--- src/rtl/regfile_pkg.sv ---
// Shared definitions for the register-file storage stage.
//   DATA_W     : width of each register
//   ADDR_W     : register-number width
//   NREG       : number of registers (2**ADDR_W)
//   WR_COUNT_W : width of the saturating accepted-write counter
//   clr_state_t: clear-sequencer FSM encoding
package regfile_pkg;

    localparam int DATA_W     = 32;
    localparam int ADDR_W     = 5;
    localparam int NREG       = 32;
    localparam int WR_COUNT_W = 16;

    typedef enum logic {
        IDLE  = 1'b0,
        CLEAR = 1'b1
    } clr_state_t;

endpackage

--- src/rtl/regfile_clear_seq.sv ---
// Bulk-clear sequencer: the FSM plus the sweep counter.
// Ports:
//   clk, rst_n  : clock, asynchronous active-low reset
//   clr_req     : single-cycle request to start a sweep (ignored while sweeping)
//   clr_busy    : sweep in progress (state == CLEAR, a registered value)
//   clr_en      : clear the register addressed by clr_addr this cycle
//   clr_addr    : register being cleared this cycle
//   state_dbg   : current FSM state, for checkers
module regfile_clear_seq #(
    parameter int NREG   = regfile_pkg::NREG,
    parameter int ADDR_W = regfile_pkg::ADDR_W
) (
    input  logic                    clk,
    input  logic                    rst_n,
    input  logic                    clr_req,
    output logic                    clr_busy,
    output logic                    clr_en,
    output logic [ADDR_W-1:0]       clr_addr,
    output regfile_pkg::clr_state_t state_dbg
);
    import regfile_pkg::*;

    clr_state_t        state, state_next;
    logic [ADDR_W-1:0] cnt, cnt_next;

    always_ff @(posedge clk or negedge rst_n) begin
        if (!rst_n) begin
            state <= IDLE;
            cnt   <= '0;
        end else begin
            state <= state_next;
            cnt   <= cnt_next;
        end
    end

    // Register 0 is never stored, so the sweep starts at 1 and ends at NREG-1.
    always_comb begin
        state_next = state;
        cnt_next   = cnt;
        case (state)
            IDLE: begin
                if (clr_req) begin
                    state_next = CLEAR;
                    cnt_next   = ADDR_W'(1);
                end
            end
            CLEAR: begin
                if (cnt == ADDR_W'(NREG - 1)) begin
                    state_next = IDLE;
                    cnt_next   = '0;
                end else begin
                    cnt_next = cnt + ADDR_W'(1);
                end
            end
            default: begin
                state_next = IDLE;
                cnt_next   = '0;
            end
        endcase
    end

    assign clr_busy  = (state == CLEAR);
    assign clr_en    = (state == CLEAR);
    assign clr_addr  = cnt;
    assign state_dbg = state;

endmodule

--- src/rtl/regfile_bank.sv ---
// Storage stage of the CPU register file: NREG x DATA_W registers with one
// handshaked write port, a bulk-clear sequencer, and a flat contents bus that
// feeds the downstream read-select muxes.
// Ports:
//   clk, rst_n : clock, asynchronous active-low reset
//   wr_valid   : write request present
//   wr_ready   : block can accept a write this cycle
//   wr_addr    : destination register number
//   wr_data    : write data
//   clr_req    : single-cycle request to zero all registers
//   clr_busy   : clear sweep in progress
//   q_flat     : register i at bits [DATA_W*i +: DATA_W]; register 0 reads 0
//   wr_count   : accepted writes to registers 1..NREG-1, saturating
// Handshake: a write is accepted on a rising edge where wr_valid && wr_ready;
// the producer holds wr_addr/wr_data until then, and the value is visible on
// q_flat right after that edge.
module regfile_bank #(
    parameter int DATA_W = regfile_pkg::DATA_W,
    parameter int NREG   = regfile_pkg::NREG,
    parameter int ADDR_W = regfile_pkg::ADDR_W
) (
    input  logic                               clk,
    input  logic                               rst_n,
    input  logic                               wr_valid,
    output logic                               wr_ready,
    input  logic [ADDR_W-1:0]                  wr_addr,
    input  logic [DATA_W-1:0]                  wr_data,
    input  logic                               clr_req,
    output logic                               clr_busy,
    output logic [NREG*DATA_W-1:0]             q_flat,
    output logic [regfile_pkg::WR_COUNT_W-1:0] wr_count
);
    import regfile_pkg::*;

    logic              clr_en;
    logic [ADDR_W-1:0] clr_addr;
    clr_state_t        clr_state;
    logic              wr_fire;
    logic [NREG-1:0]   wr_sel;
    logic [NREG-1:0]   clr_sel;

    regfile_clear_seq #(
        .NREG   (NREG),
        .ADDR_W (ADDR_W)
    ) u_clear_seq (
        .clk       (clk),
        .rst_n     (rst_n),
        .clr_req   (clr_req),
        .clr_busy  (clr_busy),
        .clr_en    (clr_en),
        .clr_addr  (clr_addr),
        .state_dbg (clr_state)
    );

    // rst_n is folded in so ready is low for the whole reset window.
    assign wr_ready = (clr_state == IDLE) && rst_n;
    assign wr_fire  = wr_valid && wr_ready;

    // One-hot decodes; bit 0 is forced low so register 0 is never stored.
    always_comb begin
        wr_sel           = '0;
        clr_sel          = '0;
        wr_sel[wr_addr]  = wr_fire;
        clr_sel[clr_addr] = clr_en;
        wr_sel[0]        = 1'b0;
        clr_sel[0]       = 1'b0;
    end

    assign q_flat[DATA_W-1:0] = '0;

    // Writes only fire in IDLE and clears only in CLEAR, so the two selects
    // are never active together for the same register.
    for (genvar i = 1; i < NREG; i++) begin : g_reg
        logic [DATA_W-1:0] r;
        always_ff @(posedge clk or negedge rst_n) begin
            if (!rst_n) begin
                r <= '0;
            end else if (clr_sel[i]) begin
                r <= '0;
            end else if (wr_sel[i]) begin
                r <= wr_data;
            end
        end
        assign q_flat[DATA_W*i +: DATA_W] = r;
    end

    always_ff @(posedge clk or negedge rst_n) begin
        if (!rst_n) begin
            wr_count <= '0;
        end else if (wr_fire && (wr_addr != '0) && (wr_count != '1)) begin
            wr_count <= wr_count + 1'b1;
        end
    end

endmodule

--- config.mk ---
export PLATFORM = sky130hd
export DESIGN_NAME = regfile_bank
export DESIGN_NICKNAME = d
export VERILOG_FILES = /design/src/rtl/regfile_pkg.sv /design/src/rtl/regfile_clear_seq.sv /design/src/rtl/regfile_bank.sv
export SDC_FILE = /design/constraint.sdc
export NUM_CORES = 1
export LEC_CHECK = 0
export ABC_AREA = 1
export ABC_CLOCK_PERIOD_IN_PS = 5200
export CORE_AREA = 2 2 426 428
export CTS_BUF_LIST = sky130_fd_sc_hd__clkbuf_8 sky130_fd_sc_hd__clkbuf_16
export DETAILED_ROUTE_END_ITERATION = 8
export DIE_AREA = 0 0 428 430
export GPL_TIMING_DRIVEN = 0
export SETUP_SLACK_MARGIN = 0.05
export SYNTH_ARGS = -nofsm -noshare
export SYNTH_HDL_FRONTEND = slang
export SYNTH_SLANG_ARGS = --single-unit
--- constraint.sdc ---
create_clock -name clk -period 5.2 [get_ports clk]
set_clock_uncertainty 0.15 [all_clocks]
set_input_delay 0.52 -clock clk [delete_from_list [all_inputs] [get_ports clk]]
set_output_delay 0.52 -clock clk [all_outputs]
set_load 0.01 [all_outputs]
==> impl_metrics.json, run 1 <==
{
  "run_status": "finished with violations",
  "violations": "capacitance limit",
  "synth_seq_cells": 1014,
  "grt_max_degree": 163,
  "dieArea_um2": 184000,
  "min_path_type": "in2async",
  "track_usage_pct": 22.2,
  "viasPerCell": 4.95,
  "dr.pass1.iters": 6,
  "syn_area_um2": 38600,
  "max_freq_mhz": 212,
  "dp_hpwl_mm": 161,
  "busiest_layer": "met2",
  "dieHeight_um": 430,
  "yosys-mux-area-fraction_pct": 0,
  "met3_usage_pct": 6.55,
  "htreeDepth": 3,
  "synthDistinctLibCells": 27,
  "fin_crit_ps": 4710,
  "synth-compound-area-share_pct": 13.1,
  "worstSetupStartpointType": "input port",
  "synth_top_family_by_area": "simple AND/OR/NAND/NOR gates",
  "holdWs_ps": 186,
  "critPathArrivalTime_ps": 5120,
  "rows": 156,
  "gp_congestion": 0.902,
  "critPathCaptureType": "flip-flop",
  "areaGrowthSynthToFinish_pct": 46.2,
  "synth_largest_area_cell": "dfrtp_1",
  "grt.met2_usage_pct": 36.0,
  "cp_top_family": "buffers and inverters",
  "dieWidth_um": 428,
  "hold_viol_final": 0,
  "coreArea_um2": 180000,
  "root_buffer": "clkbuf_16",
  "synth_top_area_share_pct": 65.7,
  "crit_type": "in2reg",
  "clock-sinks": 1014,
  "overflow": 0,
  "tns_ps": 0,
  "grt_util_met1_pct": 26.8,
  "avgSynthCellArea_um2": 10.4,
  "clk_pin_slew_ps": 60,
  "crit_buf_inv": 4,
  "drt-total-wl_mm": 213,
  "rsz0062_at_grt": "no",
  "io_pins": 1083,
  "antenna_found_initial": 40,
  "synth_fa_ha_area_share_pct": 0.227,
  "worst-path-max-fanout": 148,
  "io_buffer_count": 1050,
  "synthXorXnorAreaFrac_pct": 0.159,
  "nNetsFinal": 4960,
  "yosys-top-cells-area": "dfrtp_1, nand3_1, o21ai_0",
  "synthSimpleGateAreaFrac_pct": 15.5,
  "slew_viol_final": 0,
  "final_layout_size_suffix_gt1_share_pct": 7.58,
  "num_vias": 36600,
  "period_share_pct": 90.6,
  "tightest_slew_ps": 1500,
  "peakVddDrop_uv": 307,
  "wire_per_inst_um": 28.7,
  "slowest_stage": "nand2_1",
  "ys_seq_area_share_pct": 65.7,
  "synthCells": 3709,
  "ant_nets": 0,
  "cts_buffers": 111,
  "grt_pass1_vias": 34400,
  "cts_buffer_depth": 3,
  "nFillCells": 18600,
  "cts_tree": "built",
  "drt_iter0_markers": 3724,
  "p_leak_nw": 24.0,
  "p_per_area_nw_per_um2": 354,
  "maxSlewHeadroom_pct": 0.255,
  "cts_resized": 0,
  "cap_violations": 1,
  "post-route-drc-count": 0,
  "initial_core_util_pct": 21.5,
  "yosys_warnings": 0,
  "postCtsSetupBuffers": 0,
  "hold_buffers": 1,
  "clk_latency_ps": 770,
  "crit_chain": "dlygate4sd3_1 > buf_12 > buf_16 > nand3_4 > nor2_2 > nand2_1 > clkbuf_1 > nand3_1 > o21ai_0",
  "max_stage_delay_ps": 720,
  "crit_required_ps": 5610,
  "grt_pass1_wl_mm": 286,
  "setup_violations": 0
}
==> worst reg2reg max path, cell delays in order (launching register included) <==
cell and delay [ps]:
dfrtp_1 380, buf_6 140, clkinv_2 70, nand3_4 130, nor2_2 680, nand2_1 720
clkbuf_1 680, nand3_1 270, o21ai_0 110
==> cell type report <==
| class | instances | area (µm²) | area share (%) |
|---|---|---|---|
| Multi-Input combinational cell | 2245 | 11300 | 20.0 |
| Tap cell | 2370 | 2970 | 5.25 |
| Buffer | 411 | 1820 | 3.21 |
| Sequential cell | 1014 | 25400 | 44.9 |
| Antenna cell | 22 | 55.1 | 0.0974 |
| Clock buffer | 139 | 3170 | 5.62 |
| Clock inverter | 64 | 791 | 1.40 |
| Inverter | 70 | 264 | 0.467 |
| Timing Repair Buffer | 1059 | 10800 | 19.0 |
==> power by group <==
part | switching (mW) | total [mW] | internal, mW | leakage [nW]
logic | 1.96 | 2.91 | 0.952 | 7.92
clock network | 3.57 | 8.55 | 4.98 | 2.02
registers | 0.281 | 8.54 | 8.26 | 14.1
total | 5.81 | 20.0 | 14.2 | 24.0
==> metal layers <==
metal / wire length [µm] / up-vias
met4: 11400 / 6
met1: 82100 / 18800
li1: - / 15400
met5: 39 / -
met2: 99700 / 2026
met3: 19300 / 463
==> sequential cells by signal (all words and copies together) (netlist names) <==
signal and count:
u_clear_seq.clr_busy 1, wr_count 16, g.r 992, u_clear_seq.clr_addr 5
==> Yosys cell counts <==
cell	number
a21oi_1	2
buf_2	68
buf_4	32
buf_6	1
clkbuf_1	265
clkbuf_2	45
clkinv_2	1
conb_1	1
dfrtp_1	1014
ha_1	7
inv_1	69
nand2_1	113
nand2_2	8
nand2_4	16
nand3_1	1004
nand3_4	1
nand4_1	4
nor2_1	26
nor2_2	2
nor3_1	8
nor3_4	7
o21ai_0	925
o21ai_1	79
o22ai_1	3
or2_2	1
xnor2_1	1
xor2_1	6
==> final timing paths <==
kind                              endpoint                 start  slack (ps)  depth (start not counted)
max reg2reg                g_reg[30].r[19]  u_clear_seq.clr_busy        1690                          8
min in group clk           g_reg[14].r[31]           wr_data[31]         290                          3
min                         g_reg[29].r[6]                 rst_n         190                          2
min reg2reg                  g_reg[6].r[3]         g_reg[6].r[3]         360                          2
max in group asynchronous   g_reg[9].r[31]                 rst_n        1990                          5
max                        g_reg[30].r[19]                 rst_n         490                          9
==> cell families after synthesis <==
group / after synthesis
compound gates: 1009
xor+xnor: 7
flops: 1014
buf+inv: 481
simple gates: 1190
fa+ha+maj: 7
other cells: 1
==> placed cells by master (no fill, tap or decap), types with 68 or more instances in the layout <==
| master | synthesis | layout |
|---|---|---|
| buf_2 | 68 | 68 |
| clkbuf_1 | 265 | 262 |
| clkbuf_16 | 0 | 112 |
| clkdlybuf4s50_1 | 0 | 1049 |
| dfrtp_1 | 1014 | 1014 |
| inv_1 | 69 | 87 |
| nand2_1 | 113 | 113 |
| nand3_1 | 1004 | 1004 |
| o21ai_0 | 925 | 925 |
| o21ai_1 | 79 | 79 |
==> per-stage QoR <==
stage                     instances  area [µm²]  util [%]  setup slack [ps]  power (mW)
after global routing           7377       56500      31.4               251        20.7
final                          7394       56500      31.4               491        20.0
after detailed placement       7167       52400      29.2               163        11.6
after CTS                      7371       56400      31.4               386        20.2
after floorplan                3740       38800         -              3170        9.69
after global placement         7160       52200      29.1            -43230        11.6
Power figures use the tool's default switching activity.
==> run 2, diff against run 1 <==
Settings changed: ABC_CLOCK_PERIOD_IN_PS 5200 to 5250, CORE_AREA 2 2 426 428 to 2 2 424 426, DIE_AREA 0 0 428 430 to 0 0 426 428.
Clock period 5.2 ns to 5.25 ns, I/O delays scaled along.
==> run 2 against run 1 <==
Net effect: wire length decreased by 1.2%; clock power decreased by 5.7%; total power down 2.9%; cell count decreased by 0.32%; non-clock buffer count stayed put; largest power group is now registers; critical path type unchanged; flip-flop and latch count did not move; the flow finishes with violations (capacitance limit, slew limit).
==> impl_metrics.json, run 2 (same netlist as run 1, synthesis figures left out) <==
{
  "setup_violations": 0,
  "drt-total-wl_mm": 210,
  "final_layout_size_suffix_gt1_share_pct": 7.36,
  "run_status": "finished with violations",
  "clk_latency_ps": 770,
  "holdWs_ps": 179,
  "rsz0062_at_grt": "no",
  "p_leak_nw": 24.0,
  "root_buffer": "clkbuf_16",
  "dieArea_um2": 182000,
  "critPathCaptureType": "flip-flop",
  "initial_core_util_pct": 21.8,
  "io_buffer_count": 1050,
  "maxSlewHeadroom_pct": -4.63,
  "ant_nets": 0,
  "viasPerCell": 4.94,
  "dieWidth_um": 426,
  "post-route-drc-count": 0,
  "worstRegToRegCells": 8,
  "peakVddDrop_uv": 300,
  "top_register": "g.r",
  "crit_required_ps": 5640,
  "slew_viol_final": 22,
  "dieHeight_um": 428,
  "final_cell_mix": "clkdlybuf4s50_1, dfrtp_1, nand3_1, o21ai_0, clkbuf_1",
  "fin_crit_ps": 4380,
  "coreArea_um2": 178000,
  "min_path_type": "in2async",
  "crit_type": "in2reg",
  "tightest_slew_ps": 1570,
  "gp_congestion": 0.909,
  "finalInstanceArea_um2": 56300,
  "hold_viol_final": 0,
  "cts_buffers": 112,
  "cts_tree": "built",
  "nNetsFinal": 4961,
  "htreeDepth": 3,
  "grt_pass1_wl_mm": 286,
  "clk_pin_slew_ps": 60,
  "cap_violations": 3,
  "areaGrowthSynthToFinish_pct": 45.6,
  "critPathArrivalTime_ps": 4770,
  "wire_per_inst_um": 28.5,
  "worstSetupStartpointType": "input port",
  "period_share_pct": 83.4,
  "num_vias": 36400,
  "cts_buffer_depth": 3,
  "place_area_um2": 52400,
  "p_per_area_nw_per_um2": 345,
  "clock-sinks": 1014,
  "grt_pass1_vias": 34700,
  "overflow": 0,
  "violations": "capacitance limit, slew limit",
  "worst-path-max-fanout": 151,
  "dr.pass1.iters": 6,
  "dp_hpwl_mm": 159,
  "antenna_found_initial": 30,
  "grt_max_degree": 168,
  "largest_reg_flops": 992,
  "io_pins": 1083,
  "tns_ps": 0,
  "track_usage_pct": 22.3,
  "final_common_cell": "clkdlybuf4s50_1",
  "rows": 155,
  "max_freq_mhz": 228,
  "drt_iter0_markers": 3431
}
[run 2: changes by cell type in the layout (fill, tap and decap cells not counted), sizes merged]
cell,previous run,this run
bufinv,13,7
clkinv,23,28
diode,22,17
clkbuf,449,445
inv,95,97
clkinvlp,3,2
[run 2: repair_timing]
action | CTS | global route
setup buffers | 0 | 0
resized for setup | 0 | 0
endpoints found under the hold margin | 78 | 0
hold buffers | 1 | 0
[run 2: through the flow]
stage	instances	setup slack (ps)	util (%)	power, mW
6_report	7370	872	31.7	19.4
5_1_grt	7356	542	31.6	20.1
4_1_cts	7353	688	31.6	19.6
3_5_place_dp	7153	527	29.5	11.5
3_3_place_gp	7145	-43250	29.4	11.5
2_1_floorplan	3740	3220	-	9.60
[run 2: layer usage]
metal / share of wire [%] / GRT usage, % / routed length [µm] / up-vias
met4: 5.2 / 9.82 / 11000 / 4
met1: 39 / 27.3 / 81400 / 18700
li1: - / - / - / 15300
met5: 0.011 / 0 / 23 / -
met2: 48 / 36.5 / 99800 / 1900
met3: 8.5 / 6.00 / 17800 / 451
[run 2: power by group]
group | leakage, nW | internal [mW] | switching, mW
clock network | 1.95 | 4.59 | 3.47
logic | 7.91 | 0.943 | 1.94
registers | 14.1 | 8.18 | 0.291
[run 2: path summary, 6_finish.rpt]
check | from | to | slack [ps]
max reg2reg | u_clear_seq.clr_busy | g_reg[30].r[18] | 1890
max | rst_n | g_reg[30].r[18] | 870
min in group clk | wr_data[31] | g_reg[14].r[31] | 250
max in group asynchronous | rst_n | g_reg[11].r[30] | 2110
min reg2reg | g_reg[16].r[25] | g_reg[16].r[25] | 360
min | rst_n | g_reg[31].r[16] | 180
[run 2: layout make-up]
type / count / area, µm²
Antenna cell: 17 / 42.5
Buffer: 411 / 1810
Clock buffer: 135 / 3140
Clock inverter: 64 / 617
Fill cell: 18400 / 121000
Inverter: 70 / 264
Multi-Input combinational cell: 2245 / 11300
Sequential cell: 1014 / 25400
Tap cell: 2355 / 2950
Timing Repair Buffer: 1059 / 10700
[run 2: critical path, stage by stage]
cell and delay [ps]:
dlygate4sd3_1 580, buf_12 410, buf_16 530, nand3_4 230, nor2_2 720, nand2_1 720
clkbuf_1 480, nand3_1 190, o21ai_0 100
